`config.mk`:
```
export PLATFORM = sky130hd
export DESIGN_NAME = osc_freq_meter
export DESIGN_NICKNAME = d
export VERILOG_FILES = /design/src/rtl/osc_meter_pkg.sv /design/src/rtl/osc_sync_edge.sv /design/src/rtl/osc_freq_meter.sv
export SDC_FILE = /design/constraint.sdc
export NUM_CORES = 1
export LEC_CHECK = 0
export BUFFER_PORTS_ARGS = -buffer_cell sky130_fd_sc_hd__clkbuf_2
export CORE_MARGIN = 2
export CORE_UTILIZATION = 35
export DETAILED_ROUTE_END_ITERATION = 7
export PLACE_DENSITY = 0.55
export SYNTH_ARGS = -nofsm -noshare
export SYNTH_HDL_FRONTEND = slang
export SYNTH_SLANG_ARGS = --single-unit
```
`constraint.sdc`:
```
create_clock -name clk -period 7.1 [get_ports clk]
set_clock_uncertainty 0.2 [all_clocks]
set_input_delay 1.775 -clock clk [delete_from_list [all_inputs] [get_ports clk]]
set_output_delay 1.775 -clock clk [all_outputs]
set_load 0.01 [all_outputs]
```
`src/rtl/osc_meter_pkg.sv`:
```
// Shared constants, state encoding and sizing helper for the oscillator frequency meter.
package osc_meter_pkg;

    localparam int DEF_CNT_W         = 16;
    localparam int DEF_SYNC_STAGES   = 2;
    localparam int DEF_MIN_GATE_LOG2 = 4;
    localparam int DEF_GATE_SEL_W    = 3;

    typedef logic [1:0] state_t;

    localparam state_t ST_IDLE = 2'd0;
    localparam state_t ST_ARM  = 2'd1;
    localparam state_t ST_GATE = 2'd2;
    localparam state_t ST_DONE = 2'd3;

    // The longest window minus one must fit without wrapping.
    function automatic int win_cnt_w(input int min_gate_log2, input int gate_sel_w);
        return min_gate_log2 + (1 << gate_sel_w) - 1;
    endfunction

endpackage

```
`src/rtl/osc_sync_edge.sv`:
```
// Brings the asynchronous oscillator tap into the clk domain and flags each rising edge.
module osc_sync_edge #(
    parameter int SYNC_STAGES = 2
) (
    input  logic clk,
    input  logic rst,
    input  logic osc_in,
    output logic rise
);

    logic [SYNC_STAGES-1:0] sync_q;
    logic                   hist_q;

    // NOTE: sequential state uses non-blocking assignments so every flop samples pre-edge values.
    always_ff @(posedge clk) begin
        if (rst) begin
            sync_q <= '0;
            hist_q <= 1'b0;
        end else begin
            sync_q <= {sync_q[SYNC_STAGES-2:0], osc_in};
            hist_q <= sync_q[SYNC_STAGES-1];
        end
    end

    assign rise = sync_q[SYNC_STAGES-1] & ~hist_q;

endmodule

```
`src/rtl/osc_freq_meter.sv`:
```
// Counts oscillator rising edges over a 2^k-cycle gate window and hands the count over valid/ready.
module osc_freq_meter
    import osc_meter_pkg::*;
#(
    parameter int CNT_W         = DEF_CNT_W,
    parameter int SYNC_STAGES   = DEF_SYNC_STAGES,
    parameter int MIN_GATE_LOG2 = DEF_MIN_GATE_LOG2,
    parameter int GATE_SEL_W    = DEF_GATE_SEL_W
) (
    input  logic                  clk,
    input  logic                  rst,
    input  logic                  osc_in,
    input  logic                  start,
    input  logic [GATE_SEL_W-1:0] gate_sel,
    output logic                  busy,
    output logic [CNT_W-1:0]      result,
    output logic                  overflow,
    output logic                  result_valid,
    input  logic                  result_ready
);

    localparam int WIN_W = win_cnt_w(MIN_GATE_LOG2, GATE_SEL_W);
    localparam int ARM_W = $clog2(SYNC_STAGES);
    localparam logic [CNT_W-1:0] CNT_MAX  = '1;
    localparam logic [ARM_W-1:0] ARM_LAST = ARM_W'(SYNC_STAGES - 1);

    state_t                  state_q;
    logic [GATE_SEL_W-1:0]   gate_sel_q;
    logic [ARM_W-1:0]        arm_q;
    logic [WIN_W-1:0]        win_q;
    logic [CNT_W-1:0]        count_q;
    logic                    ovf_q;
    logic                    rise;

    function automatic logic [WIN_W-1:0] window_last(input logic [GATE_SEL_W-1:0] sel);
        return WIN_W'((64'd1 << (MIN_GATE_LOG2 + int'(sel))) - 64'd1);
    endfunction

    osc_sync_edge #(
        .SYNC_STAGES(SYNC_STAGES)
    ) u_sync (
        .clk    (clk),
        .rst    (rst),
        .osc_in (osc_in),
        .rise   (rise)
    );

    always_ff @(posedge clk) begin
        if (rst) begin
            state_q    <= ST_IDLE;
            gate_sel_q <= '0;
            arm_q      <= '0;
            win_q      <= '0;
            count_q    <= '0;
            ovf_q      <= 1'b0;
        end else begin
            case (state_q)
                ST_IDLE: begin
                    if (start) begin
                        state_q    <= ST_ARM;
                        gate_sel_q <= gate_sel;
                        arm_q      <= ARM_LAST;
                        count_q    <= '0;
                        ovf_q      <= 1'b0;
                    end
                end
                // Let edges already sitting in the synchroniser drain before counting.
                ST_ARM: begin
                    if (arm_q == '0) begin
                        state_q <= ST_GATE;
                        win_q   <= window_last(gate_sel_q);
                    end else begin
                        arm_q <= arm_q - ARM_W'(1);
                    end
                end
                ST_GATE: begin
                    if (rise) begin
                        if (count_q == CNT_MAX) ovf_q <= 1'b1;
                        else                    count_q <= count_q + CNT_W'(1);
                    end
                    if (win_q == '0) state_q <= ST_DONE;
                    else             win_q   <= win_q - WIN_W'(1);
                end
                ST_DONE: begin
                    if (result_ready) state_q <= ST_IDLE;
                end
                default: state_q <= ST_IDLE;
            endcase
        end
    end

    assign busy         = (state_q != ST_IDLE);
    assign result_valid = (state_q == ST_DONE);
    assign result       = count_q;
    assign overflow     = ovf_q;

endmodule
```
==> results by group <==
Outcome
  – Status: complete, no violations

Logic synthesis
  – Number of warnings issued by yosys: 0
  – Most used flip-flop cell after synthesis: dfxtp_1
  – Area leader, netlist: dfxtp_1
  – Number of library cell types mapped by synthesis: between 50 and 60
  – Post-Synthesis Cells: 254
  – Mapped Area: between 0.002 and 0.0025 mm^2
  – Top post-synthesis cells by area: dfxtp_1 (35%), nor2_1 (5.3%), xor2_1 (5.0%)
  – Mean post-synth cell area: a little over 8 um^2
  – Flip-flop and latch count after synthesis: 37
  – FFs w/ async S/R, synth: 0%
  – Post-synth top area share: a little over a third
  – Synthesized Nets: 268
  – Sequential element share of the synthesized area: roughly a third
  – Number of enable flip-flop cells after synthesis: 0

Timing
  – Worst Tran Pin Value: between 1 and 1.5 ns
  – Max Freq: around 310 MHz
  – Final period util: 45.2%
  – RSZ-0062 raised after global routing: false
  – Final setup margin: 3.89 ns
  – Slew Limit Headroom: 27.0%
  – Tmin final: roughly 3.2 ns
  – Final setup violation count: 0
  – Final hold vios: 0
  – Final TNS setup: 0 ns
  – Final Slew Violations: 0

Clock network
  – Clock sink count: 37
  – H-tree level count: 2
  – Deepest clock path buffer count: 2
  – Buffers inserted during post-CTS setup optimization: 0
  – TritonCTS clock tree: yes
  – Worst-Skew Late Latency: about 0.29 ns
  – Clock transition time at the flip-flop clock pins of the worst setup and hold paths: approximately 0.070 ns
  – # resized after CTS: 0
  – # hold bufs at CTS: 0
  – CTS Buf Count: 5
  – Root buf cell: clkbuf_8

Placement
  – Pre-CTS setup slack: around 3.6 ns
  – Placed inst area: 0.00227 mm^2
  – Count of port buffers added during placement: 26
  – HPWL reported at the end of detailed placement: roughly 3300 um
  – RD Place Congestion: approximately 0.8

Hold path
  – Class of the most critical hold timing path: flip-flop to flip-flop
  – Worst Hold Endpoint: u_sync.sync_q[1]$_SDFF_PP0_
  – Worst hold stages: 1
  – Launch point of the worst hold path: u_sync.sync_q[0]$_SDFF_PP0_

Critical path
  – Critical path fanouts, max: 8
  – Reg-to-reg endpoint: win_q[10]$_SDFFE_PP0P_
  – Data required time at the worst endpoint: 5.12 ns
  – Data arrival at the endpoint of the critical path: ~1.2 ns
  – Worst Path Class, Setup: flip-flop to output pin
  – Register-to-register setup slack: between 4 and 5 ns
  – Path depth of the worst reg2reg path: 10
  – Startpoint of the lowest-slack register-to-register path: state_q[0]$_SDFFE_PP0P_
  – Setup crit start kind: flip-flop
  – Capturing element type of the critical path: output pin

Global routing
  – Largest net degree at the start of global routing: 36
  – Global route overflow: 0
  – Number of global-route vias before repair: 1689
  – Overall fraction of global-route tracks in use: 15.8%
  – Wire length of the first global-routing pass: roughly 8200 um
  – Initial antenna violation count: 0

Final layout
  – Final-stage net count: 288
  – Final design utilization: between 40% and 50%
  – Layout overhead on the synthesized area: 12.5%
  – Finished layout cell area: 0.00237 mm^2
  – Most frequent standard cell in the layout excluding fill and tap cells: dfxtp_1
  – Leading cell types in the layout, fill and taps excluded: dfxtp_1 (37), nor2_1 (30), clkbuf_2 (26)
  – ANT cells: 0
  – Share of cells above drive strength 1: between 10% and 20%

Drt
  – Total via count after detailed routing: roughly 1.8k
  – TritonRoute pass-1 iters: 5
  – Average via count per standard cell: about 5.2
  – Residual antenna-violating net count after detailed routing: 0
  – Avg WL per Cell: between 10 and 15 um
  – Drt initial violations: 97
  – Drt total wl: 4770 um
  – Post-route DRC violation count: 0

Floorplanning
  – Die ar.: approximately 0.0067 mm^2
  – DIE WIDTH: ~82 um
  – Die extent in y: 81.6 um
  – Initial cell density of the core: 35.8%
  – Site row count: 28
  – Number of top-level design ports: 27
  – CORE AREA: just under 0.006 mm^2

Run
  – Number of maximum-capacitance violations: 0

Pwr
  – LEAKAGE: 0.886 nW
  – Maximum ir drop on the vdd rail: about 0.14 mV
  – Pwr per Cell Area: around 350 mW/mm^2
  – Total power after layout: around 840 uW
-- power breakdown --
group	switching (mW)	total [mW]	internal [mW]
clock network	0.0747	0.177	0.102
logic	0.227	0.372	0.145
registers	0.0461	0.291	0.244
total	0.347	0.839	0.491
-- metrics by stage --
stage               instances  hold WS, ns
floorplan                 254        0.214
global placement          342        0.219
detailed placement        342        0.230
CTS                       349        0.245
global route              349        0.266
finish                    349        0.242
-- worst max-delay path: stages (launching register included) --
cell	delay (ns)
dfxtp_1	0.38
inv_1	0.08
ha_1	0.29
inv_1	0.08
clkbuf_2	0.12
-- cell type report --
type                    instances  area (um^2)
clock buffers                   5         68.8
clock inverters                 2         35.0
fillers                       637         3510
inverters                       6         22.5
multi-input cells             197         1270
flip-flops and latches         37          741
well taps                      75         93.8
repair buffers                 27          138
-- synthesized netlist by cell type (2+ instances only) --
library cell	instances
o2111ai_1	2
and3_1	4
nand2_1	15
nor4b_1	4
dfxtp_1	37
buf_4	2
and4_1	5
a21oi_1	17
nor4_2	2
buf_2	4
nand2b_1	3
mux2i_1	3
a22oi_1	2
buf_1	2
xor2_1	12
o31ai_1	2
nor3b_1	3
nor2b_1	6
nor3_1	14
or4_1	3
nand4_1	10
inv_1	5
or2_2	2
and2_1	2
ha_1	6
clkbuf_1	5
a32oi_1	2
o21ai_0	6
xnor2_1	5
a211oi_1	3
a31oi_1	4
nor2_1	30
a22o_1	2
nand3_1	12
-- per-layer routing --
metal | up-vias | GRT usage, % | share of wire (%)
met4 | 0 | 4.00 | 0.80
li1 | 967 | - | -
met3 | 5 | 3.85 | 3.4
met1 | 829 | 22.1 | 52
met2 | 31 | 24.5 | 43
met5 | - | 0 | 0
-- worst max-delay path by stage --
stage | startpoint | endpoint | depth (start not counted)
2_1_floorplan | start | result[0]$_SDFFE_PP0P_ | 4
3_3_place_gp | start | result[8]$_SDFFE_PP0P_ | 4
3_5_place_dp | start | result[8]$_SDFFE_PP0P_ | 4
4_1_cts | state_q[0]$_SDFFE_PP0P_ | busy | 4
5_1_grt | start | result[8]$_SDFFE_PP0P_ | 4
6_report | state_q[0]$_SDFFE_PP0P_ | busy | 4
-- cells by family (layout without fill, tap and decap cells) --
family | after synthesis | count (layout) | synth area share [%]
and+or+nand+nor | 123 | 123 | 32.6
buffers and inverters | 20 | 40 | 4.51
adders and majority gates | 6 | 6 | 3.56
DFF | 37 | 37 | 35.1
AOI/OAI and AO/OA | 46 | 46 | 14.1
xor gates and xnor gates | 17 | 17 | 7.06
muxes | 5 | 5 | 3.02
-- state kept, by name, summed over array words and instances (netlist names) --
register       flops
arm_q              1
gate_sel_q         3
overflow           1
result            16
state_q            2
u_sync.hist_q      1
u_sync.sync_q      2
win_q             11
Note: power is estimated with default switching activity, not from simulation.
